$ cat config.mk
export PLATFORM = sky130hd
export DESIGN_NAME = sprite_walk_sequencer_flat
export DESIGN_NICKNAME = d
export VERILOG_FILES = /design/src/rtl/sprite_walk_sequencer_pkg.sv /design/src/rtl/sprite_walk_sequencer_if.sv /design/src/rtl/sprite_walk_sequencer_vga_frame_tick.sv /design/src/rtl/sprite_walk_sequencer.sv /design/src/flat_wrapper.sv
export SDC_FILE = /design/constraint.sdc
export NUM_CORES = 1
export LEC_CHECK = 0
export ABC_AREA = 1
export CAP_MARGIN = 20
export CORE_MARGIN = 8
export CORE_UTILIZATION = 30
export CTS_CLUSTER_SIZE = 28
export DETAILED_ROUTE_END_ITERATION = 12
export GPL_ROUTABILITY_DRIVEN = 1
export PLACE_DENSITY = 0.47
export SLEW_MARGIN = 30
export SYNTH_ARGS = -nofsm -noshare
export SYNTH_HDL_FRONTEND = slang
export SYNTH_SLANG_ARGS = --single-unit
$ cat constraint.sdc
create_clock -name vga_clk -period 14.6 [get_ports vga_clk]
set_clock_uncertainty 0.2 [all_clocks]
set_input_delay 2.19 -clock vga_clk [delete_from_list [all_inputs] [get_ports vga_clk]]
set_output_delay 2.19 -clock vga_clk [all_outputs]
set_load 0.02 [all_outputs]
$ cat src/rtl/sprite_walk_sequencer_pkg.sv
// sprite_pkg: shared constants and types for the walking-sprite controller.
//   SPR_W/SPR_H     sprite box size in pixels
//   H_ACTIVE/V_ACTIVE visible screen size
//   FRAME_WORDS     ROM words occupied by one walk frame
//   walk_state_t    animation state machine states
package sprite_pkg;
    localparam int SPR_W       = 100;
    localparam int SPR_H       = 100;
    localparam int H_ACTIVE    = 640;
    localparam int V_ACTIVE    = 480;
    localparam int FRAME_WORDS = SPR_W * SPR_H;

    typedef enum logic [1:0] {
        IDLE   = 2'd0,
        WALK   = 2'd1,
        SETTLE = 2'd2
    } walk_state_t;
endpackage

$ cat src/rtl/sprite_walk_sequencer_if.sv
// sprite_walk_sequencer_if: bundles the pixel-timing inputs, sprite control
// inputs and ROM-address outputs of the walking-sprite controller.
//   master: VGA timing / game logic side (drives DrawX, DrawY, blank,
//           walk_en, dir, pos_x, pos_y; receives address, hit, frame, tick)
//   slave : the sprite controller itself
interface sprite_walk_sequencer_if #(
    parameter int NUM_FRAMES = 4,
    parameter int ADDR_W     = 16
);
    localparam int FI_W = (NUM_FRAMES > 1) ? $clog2(NUM_FRAMES) : 1;

    logic [9:0]        DrawX;
    logic [9:0]        DrawY;
    logic              blank;
    logic              walk_en;
    logic              dir;
    logic [9:0]        pos_x;
    logic [9:0]        pos_y;
    logic [ADDR_W-1:0] rom_address;
    logic              sprite_hit;
    logic [FI_W-1:0]   frame_idx;
    logic              frame_tick;

    modport master (
        output DrawX, DrawY, blank, walk_en, dir, pos_x, pos_y,
        input  rom_address, sprite_hit, frame_idx, frame_tick
    );

    modport slave (
        input  DrawX, DrawY, blank, walk_en, dir, pos_x, pos_y,
        output rom_address, sprite_hit, frame_idx, frame_tick
    );
endinterface

$ cat src/rtl/sprite_walk_sequencer_vga_frame_tick.sv
// vga_frame_tick: one-cycle pulse on the first cycle the beam sits at (0,0).
//   clk, reset      pixel clock, synchronous active-high reset
//   draw_x, draw_y  current beam position
//   frame_tick      high for one cycle at the start of each screen
module vga_frame_tick (
    input  logic       clk,
    input  logic       reset,
    input  logic [9:0] draw_x,
    input  logic [9:0] draw_y,
    output logic       frame_tick
);
    logic match;
    logic prev_d, prev_q;

    assign match      = (draw_x == 10'd0) && (draw_y == 10'd0);
    // prev_q clears on reset so a release while parked at (0,0) still ticks.
    assign frame_tick = match && !prev_q;

    always_comb begin
        prev_d = match;
    end

    always_ff @(posedge clk) begin
        if (reset) prev_q <= 1'b0;
        else       prev_q <= prev_d;
    end
endmodule

$ cat src/rtl/sprite_walk_sequencer.sv
// sprite_walk_sequencer: walk-cycle animation and sprite ROM addressing.
//   vga_clk, reset  pixel clock, synchronous active-high reset
//   bus (slave)     DrawX/DrawY/blank beam position, walk_en/dir/pos_x/pos_y
//                   sprite controls; rom_address/sprite_hit registered one
//                   cycle after the pixel, frame_idx current walk frame,
//                   frame_tick start-of-screen pulse.
module sprite_walk_sequencer
    import sprite_pkg::*;
#(
    parameter int NUM_FRAMES      = 4,
    parameter int TICKS_PER_FRAME = 6,
    parameter int ADDR_W          = 16
) (
    input  logic                    vga_clk,
    input  logic                    reset,
    sprite_walk_sequencer_if.slave  bus
);
    localparam int FI_W  = (NUM_FRAMES > 1) ? $clog2(NUM_FRAMES) : 1;
    localparam int CNT_W = (TICKS_PER_FRAME > 1) ? $clog2(TICKS_PER_FRAME) : 1;

    localparam logic [1:0] ST_IDLE   = IDLE;
    localparam logic [1:0] ST_WALK   = WALK;
    localparam logic [1:0] ST_SETTLE = SETTLE;

    logic tick;

    logic [1:0]        state_d, state_q;
    logic [CNT_W-1:0]  cnt_d, cnt_q;
    logic [FI_W-1:0]   frame_d, frame_q;
    logic [9:0]        px_d, px_q, py_d, py_q;
    logic              pdir_d, pdir_q;
    logic [ADDR_W-1:0] rom_address_d, rom_address_q;
    logic              sprite_hit_d, sprite_hit_q;

    vga_frame_tick u_frame_tick (
        .clk        (vga_clk),
        .reset      (reset),
        .draw_x     (bus.DrawX),
        .draw_y     (bus.DrawY),
        .frame_tick (tick)
    );

    // Animation state and latched sprite placement only move on ticks.
    always_comb begin
        state_d = state_q;
        cnt_d   = cnt_q;
        frame_d = frame_q;
        px_d    = px_q;
        py_d    = py_q;
        pdir_d  = pdir_q;
        if (tick) begin
            px_d   = bus.pos_x;
            py_d   = bus.pos_y;
            pdir_d = bus.dir;
            case (state_q)
                ST_IDLE: begin
                    frame_d = '0;
                    if (bus.walk_en) begin
                        state_d = ST_WALK;
                        cnt_d   = '0;
                    end
                end
                ST_WALK: begin
                    if (!bus.walk_en) begin
                        state_d = ST_SETTLE;
                    end else if (cnt_q == CNT_W'(TICKS_PER_FRAME - 1)) begin
                        cnt_d   = '0;
                        frame_d = (frame_q == FI_W'(NUM_FRAMES - 1)) ? '0 : frame_q + 1'b1;
                    end else begin
                        cnt_d = cnt_q + 1'b1;
                    end
                end
                ST_SETTLE: begin
                    cnt_d = '0;
                    if (bus.walk_en) begin
                        state_d = ST_WALK;
                    end else begin
                        state_d = ST_IDLE;
                        frame_d = '0;
                    end
                end
                default: begin
                    state_d = ST_IDLE;
                    cnt_d   = '0;
                    frame_d = '0;
                end
            endcase
        end
    end

    // Address math uses the post-tick placement and frame so the whole
    // screen that starts at a tick, including its first pixel, is consistent.
    logic [10:0] x11, y11, px11, py11;
    logic        in_box;
    logic [6:0]  col_raw, col, row;

    always_comb begin
        x11     = {1'b0, bus.DrawX};
        y11     = {1'b0, bus.DrawY};
        px11    = {1'b0, px_d};
        py11    = {1'b0, py_d};
        in_box  = (x11 >= px11) && (x11 < px11 + 11'(SPR_W)) &&
                  (y11 >= py11) && (y11 < py11 + 11'(SPR_H)) && bus.blank;
        col_raw = 7'(bus.DrawX - px_d);
        row     = 7'(bus.DrawY - py_d);
        col     = pdir_d ? 7'(SPR_W - 1) - col_raw : col_raw;
        // Outside the box the offset is forced to zero so the address
        // parks on the frame base rather than toggling.
        rom_address_d = ADDR_W'(frame_d) * ADDR_W'(FRAME_WORDS)
                      + (in_box ? ADDR_W'(row) * ADDR_W'(SPR_W) + ADDR_W'(col) : '0);
        sprite_hit_d  = in_box;
    end

    always_ff @(posedge vga_clk) begin
        if (reset) begin
            state_q       <= ST_IDLE;
            cnt_q         <= '0;
            frame_q       <= '0;
            px_q          <= '0;
            py_q          <= '0;
            pdir_q        <= 1'b0;
            rom_address_q <= '0;
            sprite_hit_q  <= 1'b0;
        end else begin
            state_q       <= state_d;
            cnt_q         <= cnt_d;
            frame_q       <= frame_d;
            px_q          <= px_d;
            py_q          <= py_d;
            pdir_q        <= pdir_d;
            rom_address_q <= rom_address_d;
            sprite_hit_q  <= sprite_hit_d;
        end
    end

    assign bus.rom_address = rom_address_q;
    assign bus.sprite_hit  = sprite_hit_q;
    assign bus.frame_idx   = frame_q;
    assign bus.frame_tick  = tick;
endmodule

$ cat src/flat_wrapper.sv
// flat-port wrapper written by rule: the top's interface ports become plain ports
module sprite_walk_sequencer_flat import sprite_pkg::*;
#(
    parameter int NUM_FRAMES      = 4,
    parameter int TICKS_PER_FRAME = 6,
    parameter int ADDR_W          = 16
)
  (vga_clk, reset, bus_DrawX, bus_DrawY, bus_blank, bus_walk_en, bus_dir, bus_pos_x, bus_pos_y, bus_rom_address, bus_sprite_hit, bus_frame_idx, bus_frame_tick);
  sprite_walk_sequencer_if #(.NUM_FRAMES(NUM_FRAMES), .ADDR_W(ADDR_W)) bus_i ();
  input  logic vga_clk;
  input  logic reset;
  input wire logic [$bits(bus_i.DrawX)-1:0] bus_DrawX;
  input wire logic [$bits(bus_i.DrawY)-1:0] bus_DrawY;
  input wire logic [$bits(bus_i.blank)-1:0] bus_blank;
  input wire logic [$bits(bus_i.walk_en)-1:0] bus_walk_en;
  input wire logic [$bits(bus_i.dir)-1:0] bus_dir;
  input wire logic [$bits(bus_i.pos_x)-1:0] bus_pos_x;
  input wire logic [$bits(bus_i.pos_y)-1:0] bus_pos_y;
  output wire logic [$bits(bus_i.rom_address)-1:0] bus_rom_address;
  output wire logic [$bits(bus_i.sprite_hit)-1:0] bus_sprite_hit;
  output wire logic [$bits(bus_i.frame_idx)-1:0] bus_frame_idx;
  output wire logic [$bits(bus_i.frame_tick)-1:0] bus_frame_tick;
  assign bus_i.DrawX = bus_DrawX;
  assign bus_i.DrawY = bus_DrawY;
  assign bus_i.blank = bus_blank;
  assign bus_i.walk_en = bus_walk_en;
  assign bus_i.dir = bus_dir;
  assign bus_i.pos_x = bus_pos_x;
  assign bus_i.pos_y = bus_pos_y;
  assign bus_rom_address = bus_i.rom_address;
  assign bus_sprite_hit = bus_i.sprite_hit;
  assign bus_frame_idx = bus_i.frame_idx;
  assign bus_frame_tick = bus_i.frame_tick;
  sprite_walk_sequencer #(.NUM_FRAMES(NUM_FRAMES), .TICKS_PER_FRAME(TICKS_PER_FRAME), .ADDR_W(ADDR_W)) u_core (.vga_clk(vga_clk), .reset(reset), .bus(bus_i));
endmodule
* After elaboration in Yosys (flattened, before gate mapping)
Index checks and enable logic that the tools add are counted.
** Cells by class
- Add/sub/neg operators :: 9
- $mul :: 2
- Magnitude comparators :: 4
- Eq/ne operators :: 7
- Muxes and demuxes :: 19
- Reduce and logical (&&, ||, !) cells :: 12
** Operators with widths (number)
- adder 10 x 7 -> 11 bit (second input constant) :: 2
- less-than comparator 10 x 11 -> 1 bit :: 2
- greater-or-equal comparator 10 bit :: 2
- zero test 10 bit :: 2
- two-way mux 10 bit :: 2
- adder 16 bit :: 1
- two-way mux 16 bit :: 1
- adder 14 x 7 -> 15 bit :: 1
- two-way mux 2 bit :: 7
- subtractor 7 bit :: 2
- multiplier 2 x 10 -> 12 bit (second input constant) :: 1
- multiplier 7 x 5 -> 12 bit (second input constant) :: 1
- two-way mux 3 bit :: 3
- two-way mux 7 bit :: 1
- subtractor 7 bit (first input constant) :: 1
- logical AND 1 bit :: 6
- inequality test 2 bit (second input constant) :: 3
- one-hot mux 2 bit (3 select lines) :: 1
- one-hot mux 3 bit (2 select lines) :: 1
- AND reduction 3 bit :: 2
- equality test 2 bit (second input constant) :: 2
- one-hot mux 2 bit (2 select lines) :: 1
- adder 3 x 1 -> 3 bit (second input constant) :: 1
- equality test 3 bit (second input constant) :: 1
- other kinds (5) :: 6
** Storage, ports and cells
- Register bits after elaboration :: 46
- Bits of input ports :: 45
- Output and inout bits :: 20
- Word-level logic and storage cells :: 62

* Longest topological paths before layout
Gate-level depths: netlist of the first run.
- Word-level depth :: 12
- Depth in mapped cells :: 38
- Mapped depth without buffers :: 37

* Cells and area by module
A second synthesis of the first run with hierarchy kept.
** Second synthesis, totals
- Cell total of the unflattened synthesis :: 667
- Area, all modules :: 4794.6 um^2
** Modules (own cells, without submodules)
- sprite_walk_sequencer :: instances 1, cells each 646, area an instance 4693.3 um^2, seq. area each 900.9 um^2
- vga_frame_tick :: instances 1, cells each 21, area an instance 101.3 um^2, seq. area each 20.0 um^2

* Worst setup path before layout of the first run
No wires, ideal clock.
- Kind :: input port to flip-flop
- From :: in bus_DrawX[3]
- To :: reg u_core.rom_address_q[14] (netlist: u_core.bus.rom_address[14])
- Library setup time :: 115 ps
- Arrival :: 7570 ps
- Data required time :: 14285 ps
- Slack :: 6715 ps
- Cell stages on the path :: 31
- Buffers on the path :: 1
- Cell sequence :: nor2_1 > nand2_1 > nor2_4 > nand4_4 > inv_1 > buf_2 > nand2_1 > o21ai_0 > ha_1 > inv_1 > fa_1 > xnor2_1 > ha_1 > ha_1 > fa_1 > ha_1 > a21oi_1 > nand2_1 > xor2_1 > or3_1 > nor2_1 > nand2_1 > nor2_1 > xnor2_1 > nor2_1 > ha_1 > inv_1 > nor3_1 > nand4_1 > a21oi_1 > nor2_1
** On the way
- Elaborated cells on any way between the ends :: 26
- Those cells by class :: add/sub (7); mul (2); order compare (4); mux (6); reduce/logical (7)
** RTL lines
- start, declared :: RTL line flat_wrapper.sv:12 : input wire logic [$bits(bus_i.DrawX)-1:0] bus_DrawX;
- zero test 10 bit * :: RTL line sprite_walk_sequencer_vga_frame_tick.sv:15 : assign match = (draw_x == 10'd0) && (draw_y == 10'd0);
- logical AND 1 bit * :: RTL line sprite_walk_sequencer_vga_frame_tick.sv:15
- logical AND 1 bit * :: RTL line sprite_walk_sequencer_vga_frame_tick.sv:17 : assign frame_tick = match && !prev_q;
- via bus_frame_tick :: RTL line flat_wrapper.sv:22 : output wire logic [$bits(bus_i.frame_tick)-1:0] bus_frame_tick;
- two-way mux 10 bit * :: RTL line sprite_walk_sequencer.sv:51 : if (tick) begin
- via u_core.py_d[0] :: RTL line sprite_walk_sequencer.sv:30 : logic [9:0] px_d, px_q, py_d, py_q;
- branches (longest 4 deep; another with adder 14 x 7 -> 15 bit)
- two-way mux 16 bit * :: RTL line sprite_walk_sequencer.sv:110 : + (in_box ? ADDR_W'(row) * ADDR_W'(SPR_W) + ADDR_W'(col) : '0);
- adder 16 bit * :: RTL line sprite_walk_sequencer.sv:110
- end signal, assigned :: RTL line sprite_walk_sequencer.sv:131 : rom_address_q <= rom_address_d;
- end, declared :: RTL line sprite_walk_sequencer.sv:32 : logic [ADDR_W-1:0] rom_address_d, rom_address_q;
Mark *: on every way through the listed nets, which the timed path passes.
A chain may end at the register's enable or synchronous reset.

* Worst setup path after layout of the first run
- From :: in bus_DrawY[2]
- To :: reg u_core.rom_address_q[14] (netlist: u_core.bus.rom_address[14])
** On the way
- Elaborated cells on any way between the ends :: 26
- Those cells by class :: add/sub (7); mul (2); order compare (4); mux (6); reduce/logical (7)
** RTL lines
- start, declared :: RTL line flat_wrapper.sv:13 : input wire logic [$bits(bus_i.DrawY)-1:0] bus_DrawY;
- zero test 10 bit * :: RTL line sprite_walk_sequencer_vga_frame_tick.sv:15
- logical AND 1 bit * :: RTL line sprite_walk_sequencer_vga_frame_tick.sv:15
- logical AND 1 bit * :: RTL line sprite_walk_sequencer_vga_frame_tick.sv:17
- two-way mux 10 bit * :: RTL line sprite_walk_sequencer.sv:51
- via u_core.py_d[0] :: RTL line sprite_walk_sequencer.sv:30
- branches (longest 4 deep; another with adder 14 x 7 -> 15 bit)
- two-way mux 16 bit * :: RTL line sprite_walk_sequencer.sv:110
- adder 16 bit * :: RTL line sprite_walk_sequencer.sv:110
Marked as above.

==> results.py, run 1 <==
metrics = {
    "status": {
        "status": "completed",
    },
    "sta": {
        "slew_viol_final": 0,
        "fin_tns_setup_ps": 0,
        "max_slew_margin": 0.600,
        "worst_pin_slew_ps": 594,
        "post-route-period-util": 0.617,
        "final-hold-violation-count": 0,
        "period_needed_ps": 9010,
        "setup_slack_ps": 5590,
        "rsz0062_at_grt": "false",
        "max_freq_mhz": 111,
        "setup-violations-final": 0,
    },
    "synth": {
        "synthMuxAreaShare": 0.00210,
        "yosysWarnings": 0,
        "synthArstFlopShare": 0,
        "syn_nets": 812,
        "yosysUniqueCellTypes": 39,
        "synth_area_leader_cell": "ha_1",
        "avgSynthCellArea_um2": 7.06,
        "syn_area_um2": 4770,
        "synth-xor-area-share": 0.0661,
        "synthSimpleGateAreaFrac": 0.264,
        "synth_seq_cells": 46,
        "synth_enable_flop_cells": 0,
        "synth_top_area_share": 0.226,
        "synth_top_family_by_area": "simple AND/OR/NAND/NOR gates",
        "seq_area_frac_synth": 0.193,
        "synth_most_common_cell": "inv_1",
        "synth_top_flop_cell": "dfxtp_1",
        "synthTopCellsByArea": "ha_1, dfxtp_1, inv_1",
        "synth_fa_ha_area_frac": 0.251,
        "synth_compound_area_frac": 0.121,
        "syn-instance-count": 675,
        "synth_common_cells": "inv_1, nand2_1, ha_1, nor2_1, a21oi_1",
    },
    "power_and_ir_drop": {
        "power_frac_clock": 0.298,
        "p_seq_frac": 0.325,
        "power_switching_mw": 0.139,
        "p_leak_nw": 2.75,
        "p_sw_frac": 0.357,
        "combPwrFrac": 0.377,
        "vdd_drop_max_mv": 0.0515,
        "p_int_mw": 0.250,
        "p_per_area_nw_per_um2": 67.2,
    },
    "clock_tree": {
        "path_clk_slew_ps": 60,
        "htreeDepth": 2,
        "holdBufCountCts": 0,
        "cts_tree": "done",
        "cts_setup_buffers": 0,
        "cts-buffers-inserted": 5,
        "clockBufferDepth": 2,
        "root_buffer": "clkbuf_16",
        "clk_latency_ps": 300,
        "cts_resized": 0,
        "cts_num_sinks": 46,
    },
    "placement": {
        "gp_congestion": 0.832,
        "place_ws_ps": 5220,
        "post-place-cells": 949,
        "dp.final_hpwl_um": 10400,
        "io_buffer_count": 64,
        "placed_cell_area_um2": 5640,
    },
    "global_routing": {
        "overflow": 0,
        "grt_pass1_vias": 4483,
        "grt_max_degree": 34,
        "antenna_found_initial": 0,
        "grtUsageTotal": 0.128,
        "grt_pass1_wl_um": 20800,
    },
    "routing": {
        "dr_total_vias": 4341,
        "drt_iter0_markers": 182,
        "drc": 0,
        "wl_per_cell_um": 13.0,
        "ant_nets": 0,
        "wirelength_um": 12500,
        "dr.pass1.iters": 4,
        "vias_per_cell": 4.54,
    },
    "worst_setup_path": {
        "slowest_stage": "inv_1",
        "worst_setup_path_end_kind": "register",
        "crit_type": "in -> reg",
        "critPathRequiredTime_ps": 14590,
        "cpLargestDelayFamily": "adder cells",
        "startpoint_type": "input port",
        "crit_fanout": 23,
        "cpPeakStageDelay_ps": 550,
        "crit_buf_inv": 4,
        "cp.arrival_ps": 9000,
    },
    "finish": {
        "final_nets": 877,
        "n_antenna_cell": 0,
        "seq_area_um2": 921,
        "multi_input_area_um2": 3360,
        "drive_gt1_frac": 0.0568,
        "area.growth.synth_to_final_pct": 21.1,
        "stdcell_area_um2": 5780,
        "fillers": 1640,
        "instances_no_fill": 956,
    },
    "floorplan": {
        "num_rows": 46,
        "fp.dieW_um": 142,
        "io-pin-count": 65,
        "die_height_um": 142,
        "start_util": 0.303,
        "dieArea_um2": 20200,
        "coreArea_um2": 15700,
    },
    "min_path": {
        "hp-class": "reg -> reg",
    },
    "job": {
        "maxCapViolations": 0,
    },
}
registers in the layout (all words and copies together) (netlist names):
signal,count
u_core.bus.rom_address,16
u_core.px_q,10
u_core.py_q,10
u_core.cnt_q,3
u_core.bus.frame_idx,2
u_core.state_q,2
u_core.bus.sprite_hit,1
u_core.pdir_q,1
u_core.u_frame_tick.prev_q,1
power groups by stage:
| stage | Combinational [mW] | Sequential (mW) | Clock (mW) |
|---|---|---|---|
| 2_1_floorplan | 0.105 | 0.130 | 0 |
| 3_3_place_gp | 0.147 | 0.129 | 0 |
| 3_5_place_dp | 0.147 | 0.129 | 0 |
| 4_1_cts | 0.149 | 0.126 | 0.120 |
| 5_1_grt | 0.170 | 0.126 | 0.125 |
| 6_report | 0.147 | 0.126 | 0.116 |
path summary, 6_finish.rpt:
kind	startpoint	to	slack [ps]	cells past startpoint
max reg2reg	u_core.u_frame_tick.prev_q	u_core.bus.rom_address[14]	7800	28
min	u_core.cnt_q[1]	u_core.cnt_q[1]	310	2
min reg2reg	u_core.cnt_q[1]	u_core.cnt_q[1]	310	2
max	bus_DrawY[2]	u_core.bus.rom_address[14]	5590	31
routing by layer:
| layer | GRT usage | part of all wire |
|---|---|---|
| met3 | 0.0285 | 0.046 |
| met1 | 0.151 | 0.46 |
| met5 | 0 | 0 |
| met2 | 0.229 | 0.48 |
| met4 | 0.0328 | 0.010 |
per-stage QoR:
| stage | total power, mW | util | hold WS [ps] |
|---|---|---|---|
| 2_1_floorplan | 0.235 | - | 281 |
| 3_3_place_gp | 0.276 | 0.359 | 294 |
| 3_5_place_dp | 0.276 | 0.359 | 309 |
| 4_1_cts | 0.395 | 0.368 | 318 |
| 5_1_grt | 0.422 | 0.368 | 343 |
| 6_report | 0.388 | 0.368 | 313 |
tightest hold or removal path, delay by kind of cell (launching register included):
family / cells / cell delay [ps]
DFF: 1 / 340
and+or+nand+nor: 1 / 70
AOI/OAI and AO/OA: 1 / 60
area by class of cell:
type / count / area share
multi-input cells: 503 / 0.581
flip-flops and latches: 46 / 0.159
repair buffers: 65 / 0.112
inverters: 119 / 0.0773
well taps: 216 / 0.0468
clock buffers: 7 / 0.0230
cells by family after synthesis:
kind of cell	count (synthesis)
AND/OR/NAND/NOR	272
buffers and inverters	126
AO/OA/AOI/OAI	102
adder cells (fa/ha/maj)	92
flip-flops	46
XOR/XNOR	36
multiplexers	1
layout by cell type (no fill, tap or decap), drive strengths merged, types with 23 or more instances in the layout:
| cell | count |
|---|---|
| ha | 86 |
| clkdlybuf4s50 | 64 |
| nor2 | 86 |
| xor2 | 23 |
| inv | 118 |
| a21oi | 51 |
| dfxtp | 46 |
| nand3 | 30 |
| nand2 | 111 |
| o21ai | 35 |
Note: power is estimated with default switching activity, not from simulation.
==> run 2: changes to the inputs <==
PLACE_DENSITY = 0.49   (was 0.47)
clock period = 7.6 ns   (was 14.6 ns; I/O delays follow)
==> run 2 against run 1 <==
Net effect:
- routed wire length decreased by 2.2%
- flip-flop and latch count unchanged
- power increased by 94%
- combinational power increased by 100%
- cell area increased by 2.9%
- die area unchanged
- non-clock buffer count increased by 16
- hold slack about the same
- critical path depth increased by 3
- sequential power increased by 92%
- highest routed layer unchanged
==> results.py, run 2 (synthesis results as in run 1) <==
metrics = {
    "clock_tree": {
        "htreeDepth": 2,
        "root_buffer": "clkbuf_16",
        "cts_tree": "done",
        "cts-buffers-inserted": 5,
        "cts_num_sinks": 46,
        "path_clk_slew_ps": 70,
        "clockBufferDepth": 2,
        "clk_latency_ps": 300,
    },
    "global_routing": {
        "grt_pass1_vias": 4380,
        "grt_pass1_wl_um": 20400,
        "overflow": 0,
        "grt_max_degree": 34,
        "grtUsageTotal": 0.124,
        "antenna_found_initial": 0,
    },
    "sta": {
        "post-route-period-util": 0.944,
        "hold-worst-slack_ps": 312,
        "setup-violations-final": 0,
        "slew_viol_final": 0,
        "period_needed_ps": 7170,
        "worst_pin_slew_ps": 498,
        "rsz0062_at_grt": "false",
        "fin_tns_setup_ps": 0,
        "max_freq_mhz": 139,
        "max_slew_margin": 0.664,
        "final-hold-violation-count": 0,
    },
    "finish": {
        "n_antenna_cell": 0,
        "final_nets": 893,
        "final_common_cell": "inv_1",
        "instances_no_fill": 972,
        "drive_gt1_frac": 0.0899,
        "layout_common_cells": "inv_1, nand2_1, ha_1",
        "largest_reg_flops": 16,
        "area.growth.synth_to_final_pct": 24.7,
        "utilization": 0.378,
    },
    "power_and_ir_drop": {
        "p_per_area_nw_per_um2": 127,
        "p_sw_frac": 0.354,
        "combPwrFrac": 0.390,
        "vdd_drop_max_mv": 0.0814,
        "power_switching_mw": 0.267,
        "finalPower_mw": 0.754,
        "p_int_mw": 0.487,
        "p_seq_frac": 0.321,
        "p_leak_nw": 2.83,
        "power_frac_clock": 0.289,
    },
    "routing": {
        "wirelength_um": 12200,
        "drc": 0,
        "dr.pass1.iters": 4,
        "vias_per_cell": 4.55,
        "ant_nets": 0,
        "dr_total_vias": 4421,
        "wl_per_cell_um": 12.5,
        "drt_iter0_markers": 135,
    },
    "worst_setup_path": {
        "cpPeakStageDelay_ps": 570,
        "crit_type": "in -> reg",
        "slowest_stage": "fa_1",
        "critPathRequiredTime_ps": 7590,
        "reg2reg_slack_ps": 1640,
        "worst_setup_path_end_kind": "register",
        "startpoint_type": "input port",
        "cp.arrival_ps": 7160,
        "crit_fanout": 10,
    },
    "placement": {
        "gp_congestion": 0.824,
        "io_buffer_count": 64,
        "dp.final_hpwl_um": 10200,
        "post-place-cells": 965,
    },
    "floorplan": {
        "coreArea_um2": 15700,
        "io-pin-count": 65,
        "fp.dieW_um": 142,
        "start_util": 0.303,
        "num_rows": 46,
        "dieArea_um2": 20200,
        "die_height_um": 142,
    },
    "min_path": {
        "hp-class": "reg -> reg",
    },
    "status": {
        "status": "completed",
    },
    "job": {
        "maxCapViolations": 0,
    },
}
## run 2: cell count changes in the layout (fill, tap and decap cells not counted), moves of 2 or more
cell	previous run	this run
nor3_2	0	2
xnor2_2	0	2
nor3_1	11	9
xnor2_1	13	11
buf_4	1	17
## run 2: per-stage QoR
step           cell area, um^2  setup WS (ps)
5_1_grt                   5950           2.33
3_5_place_dp              5760          -24.5
2_1_floorplan             4770            765
6_report                  5950            429
3_3_place_gp              5760           65.8
4_1_cts                   5900            264
## run 2: routing by layer
| metal | routed length [um] | GRT usage |
|---|---|---|
| met5 | 0 | 0 |
| met3 | 452 | 0.0248 |
| met2 | 5680 | 0.212 |
| met4 | 193 | 0.0373 |
| met1 | 5860 | 0.154 |
## run 2: cell type report
cell class	instances	area, um^2
Clock buffer	7	133
Fill cell	1672	9770
Inverter	119	447
Multi-Input combinational cell	503	3410
Sequential cell	46	921
Tap cell	216	270
Timing Repair Buffer	81	768
## run 2: worst paths after layout
path / to / from / cells past startpoint
worst max-delay path: u_core.bus.rom_address[14] / bus_DrawX[2] / 34
worst min register to register: u_core.cnt_q[1] / u_core.cnt_q[1] / 2
worst max register to register: u_core.bus.rom_address[14] / u_core.u_frame_tick.prev_q / 31
worst min-delay path: u_core.cnt_q[1] / u_core.cnt_q[1] / 2
## run 2: power groups by stage
stage / logic, mW / registers, mW / clock network [mW]
detailed placement: 0.285 / 0.248 / 0
floorplan: 0.202 / 0.249 / 0
finish: 0.294 / 0.242 / 0.218
CTS: 0.288 / 0.242 / 0.228
global placement: 0.281 / 0.248 / 0
global route: 0.342 / 0.242 / 0.236
## run 2: critical path: cells and delay by family
family	cells	cell delay (ps)
adder cells (fa/ha/maj)	6	1980
XOR/XNOR	3	440
AND/OR/NAND/NOR	15	1790
buffers and inverters	5	970
multiplexers	1	190
AO/OA/AOI/OAI	4	620
## run 2: what timing repair did
item,4_1_cts,5_1_grt
setup endpoints to repair,0,3
buffers inserted,0,0
resized for setup,0,10
hold buffers,0,0
==> run 3: changes to the inputs <==
CORE_ASPECT_RATIO = 0.5   (was default)
==> run 3 against run 2 <==
Net effect:
- clock-buffer cell count unchanged
- hold slack worse by 0.98 ps
- largest cell class unchanged
- worst setup slack better by 160 ps
- flip-flop and latch count unchanged
- non-clock buffer count up 1
- highest routed layer unchanged
- power up 2.1%
- global-route usage down 0.081 points
- clock power up 9%
- via count down 3.2%
==> results.py, run 3 (synthesis results as in run 1) <==
metrics = {
    "status": {
        "status": "completed",
    },
    "power_and_ir_drop": {
        "finalPower_mw": 0.770,
        "p_leak_nw": 2.85,
        "vdd_drop_max_mv": 0.0852,
        "p_per_area_nw_per_um2": 129,
    },
    "sta": {
        "period_needed_ps": 7010,
        "max_slew_margin": 0.633,
        "slew_viol_final": 0,
        "setup_slack_ps": 591,
        "setup-violations-final": 0,
        "max_freq_mhz": 143,
        "fin_tns_setup_ps": 0,
        "final-hold-violation-count": 0,
        "worst_pin_slew_ps": 545,
        "post-route-period-util": 0.922,
    },
    "worst_setup_path": {
        "crit_fanout": 4,
        "reg2reg_slack_ps": 1790,
        "worst_setup_path_end_kind": "register",
        "critPathRequiredTime_ps": 7590,
        "startpoint_type": "input port",
        "worst-r2r-cell-count": 30,
        "slowest_stage": "clkdlybuf4s50_1",
        "crit_end": "u_core.bus.rom_address[14]",
        "crit_type": "in -> reg",
        "crit_top_cell": "nand2_1",
        "rr_endpoint": "u_core.bus.rom_address[14]",
        "r2r_start": "u_core.u_frame_tick.prev_q",
        "cpPeakStageDelay_ps": 470,
        "crit_start": "bus_DrawY[3]",
        "cp.arrival_ps": 7000,
    },
    "floorplan": {
        "io-pin-count": 65,
        "coreArea_um2": 15500,
        "start_util": 0.309,
        "die_height_um": 105,
        "fp.dieW_um": 194,
        "num_rows": 32,
        "dieArea_um2": 20400,
    },
    "finish": {
        "largest_reg_flops": 16,
        "area.growth.synth_to_final_pct": 25.0,
        "utilization": 0.386,
        "n_antenna_cell": 0,
        "layout_common_cells": "inv_1, nand2_1, ha_1",
        "final_common_cell": "inv_1",
        "stdcell_area_um2": 5960,
        "final_nets": 895,
        "drive_gt1_frac": 0.0975,
    },
    "clock_tree": {
        "cts_num_sinks": 46,
        "clockBufferDepth": 2,
        "root_buffer": "clkbuf_16",
        "cts-buffers-inserted": 5,
        "path_clk_slew_ps": 70,
        "holdBufCountCts": 0,
        "clk_latency_ps": 290,
        "htreeDepth": 2,
        "cts_tree": "done",
    },
    "routing": {
        "dr.pass1.iters": 4,
        "met3_wirelength_um": 324,
        "met2WireLength_um": 5100,
        "dr_total_vias": 4279,
        "wirelength_um": 12200,
        "drc": 0,
        "route.top_layer_used": "met4",
        "wl_met1_um": 6670,
        "drt_iter0_markers": 151,
        "ant_nets": 0,
        "vias_per_cell": 4.44,
        "wl_per_cell_um": 12.7,
    },
    "placement": {
        "io_buffer_count": 64,
        "place_ws_ps": 102,
        "placed_cell_area_um2": 5740,
        "dp.final_hpwl_um": 10200,
        "gp_congestion": 0.804,
    },
    "global_routing": {
        "grtUsageTotal": 0.124,
        "antenna_found_initial": 0,
        "overflow": 0,
        "grt_pass1_wl_um": 21200,
        "grt_max_degree": 34,
        "grt_pass1_vias": 4372,
    },
    "job": {
        "maxCapViolations": 0,
    },
    "min_path": {
        "hp-class": "reg -> reg",
    },
}
## run 3: changes by cell type in the layout (fill, tap and decap cells not counted), moves of 2 or more
cell and change:
o21ai_0 -5, o21ai_1 +4, xor2_2 +2, xor2_1 -2
## run 3: worst min path at each step
stage | startpoint | end | cells after the start
2_1_floorplan | u_core.cnt_q[1] | u_core.cnt_q[1] | 2
3_3_place_gp | u_core.cnt_q[1] | u_core.cnt_q[1] | 2
3_5_place_dp | u_core.cnt_q[1] | u_core.cnt_q[1] | 2
4_1_cts | u_core.cnt_q[1] | u_core.cnt_q[1] | 2
5_1_grt | u_core.cnt_q[1] | u_core.cnt_q[1] | 2
6_report | u_core.cnt_q[1] | u_core.cnt_q[1] | 2
## run 3: cell type report
cell class,instances,area (um^2)
clock buffers,7,143
clock inverters,1,5.00
fillers,1628,9500
inverters,119,450
multi-input cells,503,3410
flip-flops and latches,46,921
well taps,204,255
repair buffers,82,771
repair inverters,1,5.00
## run 3: per-layer routing
| layer | GRT usage | vias up |
|---|---|---|
| met5 | 0 | - |
| met4 | 0.0222 | 0 |
| met3 | 0.0230 | 9 |
| met2 | 0.203 | 49 |
| met1 | 0.168 | 1871 |
| li1 | - | 2350 |
## run 3: metrics by stage
stage / cells / hold slack (ps)
floorplan: 675 / 281
global placement: 953 / 296
detailed placement: 953 / 305
CTS: 961 / 315
global route: 963 / 363
finish: 963 / 311
## run 3: worst max-delay path, delay by kind of cell
family | cells | cell delay [ps]
adder cells (fa/ha/maj) | 6 | 2010
AO/OA/AOI/OAI | 6 | 760
XOR/XNOR | 2 | 300
multiplexers | 1 | 260
buffers and inverters | 4 | 810
AND/OR/NAND/NOR | 15 | 1720
## run 3: repair_timing
| item | 4_1_cts | 5_1_grt |
|---|---|---|
| setup endpoints to repair | 0 | 3 |
| resized for setup | 0 | 16 |
| buffers inserted | 0 | 1 |
## run 3: power breakdown
part	internal [mW]	leakage, nW	total (mW)	switching [mW]
combinational	0.121	2.40	0.291	0.170
clock	0.131	0.0739	0.237	0.106
sequential	0.242	0.370	0.242	0.000252
total	0.494	2.85	0.770	0.276
